`src/rtl/psr_pkg.sv`:
```
// psr_pkg: shared definitions for the program status register unit.
//   - mode encodings and mode-validity helpers
//   - CPSR bit positions and the mask of implemented PSR bits
//   - condition-code enum
//   - SPSR reset constant and a masked MSR merge helper
// Optional feature macro: PSR_FIQ_EN (makes FIQ mode 10001 valid and
// gives it an SPSR bank). When it is undefined, 10001 is an invalid mode.
package psr_pkg;

    localparam logic [4:0] MODE_USR = 5'b10000;
    localparam logic [4:0] MODE_FIQ = 5'b10001;
    localparam logic [4:0] MODE_IRQ = 5'b10010;
    localparam logic [4:0] MODE_SVC = 5'b10011;
    localparam logic [4:0] MODE_ABT = 5'b10111;
    localparam logic [4:0] MODE_UND = 5'b11011;
    localparam logic [4:0] MODE_SYS = 5'b11111;

    localparam int CPSR_N = 31;
    localparam int CPSR_Z = 30;
    localparam int CPSR_C = 29;
    localparam int CPSR_V = 28;
    localparam int CPSR_I = 7;
    localparam int CPSR_F = 6;
    localparam int CPSR_T = 5;

    // Only NZCV and I/F/T/M are implemented; everything else reads 0.
    localparam logic [31:0] PSR_MASK   = 32'hF000_00FF;
    localparam logic [31:0] SPSR_RESET = 32'h0000_0010;

    typedef enum logic [3:0] {
        COND_EQ = 4'h0, COND_NE = 4'h1, COND_CS = 4'h2, COND_CC = 4'h3,
        COND_MI = 4'h4, COND_PL = 4'h5, COND_VS = 4'h6, COND_VC = 4'h7,
        COND_HI = 4'h8, COND_LS = 4'h9, COND_GE = 4'hA, COND_LT = 4'hB,
        COND_GT = 4'hC, COND_LE = 4'hD, COND_AL = 4'hE, COND_NV = 4'hF
    } cond_e;

    function automatic logic mode_valid(input logic [4:0] m);
        logic ok;
        case (m)
            MODE_USR, MODE_IRQ, MODE_SVC,
            MODE_ABT, MODE_UND, MODE_SYS: ok = 1'b1;
`ifdef PSR_FIQ_EN
            MODE_FIQ:                     ok = 1'b1;
`endif
            default:                      ok = 1'b0;
        endcase
        return ok;
    endfunction

    // Valid exception modes, i.e. those that own an SPSR bank.
    function automatic logic mode_has_spsr(input logic [4:0] m);
        return mode_valid(m) && (m != MODE_USR) && (m != MODE_SYS);
    endfunction

    // MSR field merge: mask = {f,s,x,c}. The s and x fields hold no
    // implemented bits, so only f and c matter.
    function automatic logic [31:0] psr_merge(input logic [31:0] old_val,
                                              input logic [31:0] data,
                                              input logic [3:0]  mask);
        logic [31:0] r;
        r = old_val;
        if (mask[3]) r[31:24] = data[31:24];
        if (mask[0]) r[7:0]   = data[7:0];
        return r & PSR_MASK;
    endfunction

endpackage

```
`src/rtl/psr_unit_cond_check.sv`:
```
// cond_check: combinational ARM condition-code evaluation.
// Ports:
//   cond       in  4  condition field
//   n,z,c,v    in  1  stored flags
//   cond_pass  out 1  condition true
module cond_check
    import psr_pkg::*;
(
    input  logic [3:0] cond,
    input  logic       n,
    input  logic       z,
    input  logic       c,
    input  logic       v,
    output logic       cond_pass
);

    always_comb begin
        cond_pass = 1'b0;
        case (cond_e'(cond))
            COND_EQ: cond_pass = z;
            COND_NE: cond_pass = !z;
            COND_CS: cond_pass = c;
            COND_CC: cond_pass = !c;
            COND_MI: cond_pass = n;
            COND_PL: cond_pass = !n;
            COND_VS: cond_pass = v;
            COND_VC: cond_pass = !v;
            COND_HI: cond_pass = c && !z;
            COND_LS: cond_pass = !c || z;
            COND_GE: cond_pass = (n == v);
            COND_LT: cond_pass = (n != v);
            COND_GT: cond_pass = !z && (n == v);
            COND_LE: cond_pass = z || (n != v);
            COND_AL: cond_pass = 1'b1;
            COND_NV: cond_pass = 1'b0;
            default: cond_pass = 1'b0;
        endcase
    end

endmodule

```
`src/rtl/psr_unit.sv`:
```
// psr_unit: CPSR plus banked SPSRs for the ARM7TDMI execute stage.
// Handles ALU flag writes, MSR/BX writes, exception entry/return and
// condition-code evaluation for the next instruction.
// Ports:
//   clk, rst_n                       clock, async active-low reset
//   flag_we, in_n/z/c/v              ALU flag write
//   msr_we, msr_spsr, msr_mask,
//   msr_data                         MSR write (mask = {f,s,x,c})
//   bx_we, bx_t                      BX T-bit write
//   exc_req, exc_mode, exc_fmask     exception entry
//   exc_ret                          restore CPSR from current SPSR
//   cond / cond_pass                 condition check on stored flags
//   cpsr, spsr, n/z/c/v, mode, priv  status outputs
//   psr_err                          one-cycle pulse after an illegal request
// Optional feature macro: PSR_FIQ_EN (FIQ mode and SPSR_fiq).
module psr_unit
    import psr_pkg::*;
#(
    parameter logic [31:0] RESET_CPSR = 32'h0000_00D3
) (
    input  logic        clk,
    input  logic        rst_n,
    input  logic        flag_we,
    input  logic        in_n,
    input  logic        in_z,
    input  logic        in_c,
    input  logic        in_v,
    input  logic        msr_we,
    input  logic        msr_spsr,
    input  logic [3:0]  msr_mask,
    input  logic [31:0] msr_data,
    input  logic        bx_we,
    input  logic        bx_t,
    input  logic        exc_req,
    input  logic [4:0]  exc_mode,
    input  logic        exc_fmask,
    input  logic        exc_ret,
    input  logic [3:0]  cond,
    output logic        cond_pass,
    output logic [31:0] cpsr,
    output logic [31:0] spsr,
    output logic        n,
    output logic        z,
    output logic        c,
    output logic        v,
    output logic [4:0]  mode,
    output logic        priv,
    output logic        psr_err
);

    logic [31:0] cpsr_q, cpsr_nxt;
    logic [31:0] spsr_irq_q, spsr_svc_q, spsr_abt_q, spsr_und_q;
`ifdef PSR_FIQ_EN
    logic [31:0] spsr_fiq_q;
`endif
    logic        err_q, err_nxt;

    // One SPSR bank write per cycle, selected by sp_mode.
    logic        sp_we;
    logic [4:0]  sp_mode;
    logic [31:0] sp_data;

    logic [4:0]  cur_mode;
    logic [31:0] spsr_cur;
    logic [3:0]  msr_eff_mask;

    assign cur_mode = cpsr_q[4:0];

    always_comb begin
        spsr_cur = '0;
        case (cur_mode)
`ifdef PSR_FIQ_EN
            MODE_FIQ: spsr_cur = spsr_fiq_q;
`endif
            MODE_IRQ: spsr_cur = spsr_irq_q;
            MODE_SVC: spsr_cur = spsr_svc_q;
            MODE_ABT: spsr_cur = spsr_abt_q;
            MODE_UND: spsr_cur = spsr_und_q;
            default:  spsr_cur = '0;
        endcase
    end

    // User mode may only touch the flags field of the CPSR.
    assign msr_eff_mask = (cur_mode == MODE_USR) ? (msr_mask & 4'b1000) : msr_mask;

    always_comb begin
        cpsr_nxt = cpsr_q;
        sp_we    = 1'b0;
        sp_mode  = cur_mode;
        sp_data  = cpsr_q;
        err_nxt  = 1'b0;

        if (exc_req) begin
            if (mode_has_spsr(exc_mode)) begin
                sp_we            = 1'b1;
                sp_mode          = exc_mode;
                sp_data          = cpsr_q;
                cpsr_nxt[4:0]    = exc_mode;
                cpsr_nxt[CPSR_I] = 1'b1;
                cpsr_nxt[CPSR_T] = 1'b0;
                if (exc_fmask) cpsr_nxt[CPSR_F] = 1'b1;
            end else begin
                err_nxt = 1'b1;
            end
        end else if (exc_ret) begin
            if (!mode_has_spsr(cur_mode) || !mode_valid(spsr_cur[4:0]))
                err_nxt = 1'b1;
            else
                cpsr_nxt = spsr_cur & PSR_MASK;
        end else if (msr_we) begin
            if (msr_spsr) begin
                if (!mode_has_spsr(cur_mode)) begin
                    err_nxt = 1'b1;
                end else begin
                    sp_we   = 1'b1;
                    sp_mode = cur_mode;
                    sp_data = psr_merge(spsr_cur, msr_data, msr_mask);
                end
            end else if (msr_eff_mask[0] && !mode_valid(msr_data[4:0])) begin
                err_nxt = 1'b1;
            end else begin
                cpsr_nxt = psr_merge(cpsr_q, msr_data, msr_eff_mask);
            end
            // The ALU flag write survives when the MSR cannot touch CPSR flags.
            if (flag_we && (msr_spsr || !msr_mask[3]))
                cpsr_nxt[31:28] = {in_n, in_z, in_c, in_v};
        end else if (bx_we) begin
            cpsr_nxt[CPSR_T] = bx_t;
        end else if (flag_we) begin
            cpsr_nxt[31:28] = {in_n, in_z, in_c, in_v};
        end
    end

    always_ff @(posedge clk or negedge rst_n) begin
        if (!rst_n) begin
            cpsr_q     <= RESET_CPSR & PSR_MASK;
            spsr_irq_q <= SPSR_RESET;
            spsr_svc_q <= SPSR_RESET;
            spsr_abt_q <= SPSR_RESET;
            spsr_und_q <= SPSR_RESET;
`ifdef PSR_FIQ_EN
            spsr_fiq_q <= SPSR_RESET;
`endif
            err_q      <= 1'b0;
        end else begin
            cpsr_q <= cpsr_nxt;
            err_q  <= err_nxt;
            if (sp_we) begin
                case (sp_mode)
`ifdef PSR_FIQ_EN
                    MODE_FIQ: spsr_fiq_q <= sp_data;
`endif
                    MODE_IRQ: spsr_irq_q <= sp_data;
                    MODE_SVC: spsr_svc_q <= sp_data;
                    MODE_ABT: spsr_abt_q <= sp_data;
                    MODE_UND: spsr_und_q <= sp_data;
                    default:  ;
                endcase
            end
        end
    end

    cond_check u_cond (
        .cond      (cond),
        .n         (cpsr_q[CPSR_N]),
        .z         (cpsr_q[CPSR_Z]),
        .c         (cpsr_q[CPSR_C]),
        .v         (cpsr_q[CPSR_V]),
        .cond_pass (cond_pass)
    );

    assign cpsr    = cpsr_q;
    assign spsr    = spsr_cur;
    assign n       = cpsr_q[CPSR_N];
    assign z       = cpsr_q[CPSR_Z];
    assign c       = cpsr_q[CPSR_C];
    assign v       = cpsr_q[CPSR_V];
    assign mode    = cur_mode;
    assign priv    = (cur_mode != MODE_USR);
    assign psr_err = err_q;

endmodule

```
`config.mk`:
```
export PLATFORM = sky130hd
export DESIGN_NAME = psr_unit
export DESIGN_NICKNAME = d
export VERILOG_FILES = /design/src/rtl/psr_pkg.sv /design/src/rtl/psr_unit_cond_check.sv /design/src/rtl/psr_unit.sv
export SDC_FILE = /design/constraint.sdc
export NUM_CORES = 1
export LEC_CHECK = 0
export CAP_MARGIN = 10
export CELL_PAD_IN_SITES_DETAIL_PLACEMENT = 0
export CELL_PAD_IN_SITES_GLOBAL_PLACEMENT = 2
export CORE_MARGIN = 1
export CORE_UTILIZATION = 26
export CTS_BUF_LIST = sky130_fd_sc_hd__clkbuf_4 sky130_fd_sc_hd__clkbuf_8
export CTS_CLUSTER_DIAMETER = 200
export DETAILED_ROUTE_END_ITERATION = 10
export MAX_ROUTING_LAYER = met4
export PLACE_DENSITY = 0.75
export SKIP_CTS_REPAIR_TIMING = 1
export SLEW_MARGIN = 25
export SYNTH_ARGS = -nofsm -noshare
export SYNTH_HDL_FRONTEND = slang
export SYNTH_HIERARCHICAL = 1
export SYNTH_SLANG_ARGS = --single-unit
```
`constraint.sdc`:
```
create_clock -name clk -period 2.25 [get_ports clk]
set_input_delay 0.45 -clock clk [delete_from_list [all_inputs] [get_ports clk]]
set_output_delay 0.45 -clock clk [all_outputs]
set_load 0.01 [all_outputs]
```
==> flow_metrics.env <==
export IMPL_p_leak_uw=0.003058
export IMPL_status="complete, but fails checks"
export IMPL_cts_buffers=9
export IMPL_dr_pass1_iters=4
export IMPL_fin_cells=822
export IMPL_setup_worst_path_end_class="register"
export IMPL_power_frac_seq_pct=26.9
export IMPL_die_area_um2=16540
export IMPL_fmax_mhz=377.6
export IMPL_core_area_um2=15430
export IMPL_synth_edf_count=0
export IMPL_synth_compound_area_share_pct=13.66
export IMPL_p_comb_share_pct=60.6
export IMPL_post_place_ws_ns=-0.5805
export IMPL_grt_ovfl_total=0
export IMPL_die_x_um=128.6
export IMPL_max_slew_worst_pin_slew_ns=0.5426
export IMPL_ys_seq_elements=61
export IMPL_ant_nets=0
export IMPL_p_per_area_nw_per_um2=1059
export IMPL_viasPerCell=4.766
export IMPL_synth_top_area_share_pct=31.23
export IMPL_synth_commonest_cells="buf_4 (52), dfrtp_1 (52), mux2_2 (39)"
export IMPL_rsz0062_at_grt="true"
export IMPL_path_clk_slew_ns=0.08
export IMPL_wl_per_cell_um=17.61
export IMPL_fillCellCount=1431
export IMPL_crit_type="register to register"
export IMPL_avgSynthCellArea_um2=9.827
export IMPL_setup_viol=70
export IMPL_synth_area_leaders="dfrtp_1 (31%), mux2_2 (11%), buf_4 (9.4%)"
export IMPL_first_global_vias=3577
export IMPL_clk_latency_ns=0.35
export IMPL_nNetsFinal=665
export IMPL_cap_violations=0
export IMPL_finalWorstSetupSlack_ns=-0.3985
export IMPL_internal_power_uw=4412
export IMPL_maxSlewViolCount=0
export IMPL_synthDistinctLibCells=64
export IMPL_timing_final_crit_period_ns=2.648
export IMPL_clkSinkCount=61
export IMPL_critPathLaunchType="register"
export IMPL_antenna_cells=0
export IMPL_synth_cells=424
export IMPL_synthMuxAreaShare_pct=18.59
export IMPL_grt_pass1_wl_um=19260
export IMPL_synth_top_family_by_area="multiplexers"
export IMPL_ys_flop_type="dfrtp_1"
export IMPL_synth_largest_area_cell="dfrtp_1"
export IMPL_synth_area_um2=4166
export IMPL_critPathArrivalTime_ns=2.88
export IMPL_clock_skew_ns=0.01186
export IMPL_fp_row_count=45
export IMPL_switching_share_pct=38.96
export IMPL_required_ns=2.48
export IMPL_yosys_warnings=6
export IMPL_layout_drive_gt1_share_pct=50.08
export IMPL_place_gp_congestion=0.8405
export IMPL_synthXorXnorAreaFrac_pct=0.8408
export IMPL_synthArstFlopShare_pct=100.0
export IMPL_die_h_um=128.6
export IMPL_ff_latch_area_um2=1539
export IMPL_crit_fanout=6
export IMPL_synth_fa_ha_area_share_pct=0.2402
export IMPL_htree_levels=3
export IMPL_fin_util_pct=44.24
export IMPL_tns_ns=-16.06
export IMPL_cts_tree="built"
export IMPL_pwr_share_clk_pct=12.5
export IMPL_dp_hpwl_um=9255
export IMPL_start_util_pct=27.01
export IMPL_cts_root_buf="clkbuf_8"
export IMPL_dpl_cell_count=759
export IMPL_switchingPower_uw=2815
export IMPL_violations="setup timing"
export IMPL_irDropWorstVdd_mv=0.3669
export IMPL_grt_antenna_before_repair=0
export IMPL_cts_buffer_depth=2
export IMPL_slew_headroom_pct=63.45
export IMPL_finalPower_uw=7227
export IMPL_drtIter0Drc=233
export IMPL_hold_violations=0
export IMPL_grt_usage_pct=15.73
export IMPL_pin_count=135
export IMPL_yosys_area_share_simple_pct=16.25
export IMPL_vias=3918
export IMPL_ys_seq_area_share_pct=36.91
export IMPL_syn_to_final_growth_pct=63.81
export IMPL_final_period_utilization_pct=117.7
export IMPL_io_buffers=72
export IMPL_routed_wl_um=14480
export IMPL_min_path_type="input port to asynchronous set/reset pin"
export IMPL_drc=0
export IMPL_grt_start_max_net_pins=62
export IMPL_multi_input_comb_area_um2=2831
## cells in the final DEF, fill, tap and decap left out, drive strengths merged, types with 2 or more instances in the layout
cell type,n
buf,142
mux2,58
clkdlybuf4s50,55
dfrtp,52
conb,40
nand3,37
o21ai,28
nand2,23
nor2,18
a21oi,17
clkbuf,15
inv,12
mux2i,11
dfstp,9
a211oi,9
nand4,8
nor2b,8
and3,6
clkinv,5
a22oi,4
dlymetal6s2s,4
nor4,4
a21boi,4
nor3,3
and2,3
xor2,3
a221oi,2
and3b,2
o22ai,2
or3,2
nand2b,2
a311oi,2
o31ai,2
or3b,2
## path summary, 6_finish.rpt
path | cells after the start | slack, ns | end | start
worst max-delay path | 9 | -0.40 | spsr_svc_q[2] | cpsr[1]
worst min register to register | 1 | 0.51 | spsr_abt_q[0] | spsr_abt_q[0]
max in group asynchronous | 2 | 1.81 | spsr_svc_q[4] | rst_n
worst max register to register | 9 | -0.40 | spsr_svc_q[2] | cpsr[1]
min in group clk | 1 | 0.51 | spsr_abt_q[0] | spsr_abt_q[0]
worst min-delay path | 2 | 0.08 | cpsr[2] | rst_n
## cell type report
class / count / area share (%)
Multi-Input combinational cell: 316 / 41.48
Timing Repair Buffer: 207 / 28.96
Sequential cell: 61 / 22.55
Tap cell: 211 / 3.868
Clock buffer: 9 / 1.815
Clock inverter: 7 / 0.7149
Inverter: 11 / 0.6049
## critical path, stage by stage, from the launching register on
cell,delay (ns)
dfstp_2,0.54
buf_6,0.10
buf_6,0.11
nand2_4,0.05
o21bai_4,0.19
or4_4,0.54
o32a_1,0.23
a21oi_4,0.24
clkbuf_16,0.22
mux2_4,0.30
## flip-flops by register name, summed over array words and instances, names as in the netlist
signal      flops
spsr_und_q     12
psr_err         1
spsr_abt_q     12
cpsr           12
spsr_svc_q     12
spsr_irq_q     12
## per-stage QoR
stage / hold WS [ns] / area (um^2)
global placement: 0.4671 / 5532
detailed placement: 0.4792 / 5532
floorplan: 0.1544 / 4363
CTS: 0.1067 / 5704
finish: 0.07771 / 6825
global route: 0.09829 / 6825
## metal layers
layer	vias up	track usage, %	wire length [um]
li1	1799	-	-
met1	1969	20.56	6161
met2	129	24.74	7417
met3	21	2.911	670
met4	0	4.567	228
met5	-	-	0
## power by group through the flow
stage / sequential, uW / combinational [uW] / clock (uW)
floorplan: 1900 / 1710 / 0
global placement: 1870 / 3070 / 0
detailed placement: 1900 / 3100 / 0
CTS: 1880 / 3120 / 919
global route: 1980 / 4630 / 976
finish: 1940 / 4380 / 904
## cell families (layout without fill, tap and decap cells)
| group | after synthesis | in the layout |
|---|---|---|
| AND/OR/NAND/NOR | 123 | 123 |
| buffers and inverters | 86 | 234 |
| AO/OA/AOI/OAI | 79 | 79 |
| multiplexers | 69 | 69 |
| flip-flops | 61 | 61 |
| XOR/XNOR | 4 | 4 |
| adder cells (fa/ha/maj) | 1 | 1 |
| other | 1 | 40 |
(Power assumes the default switching activity.)
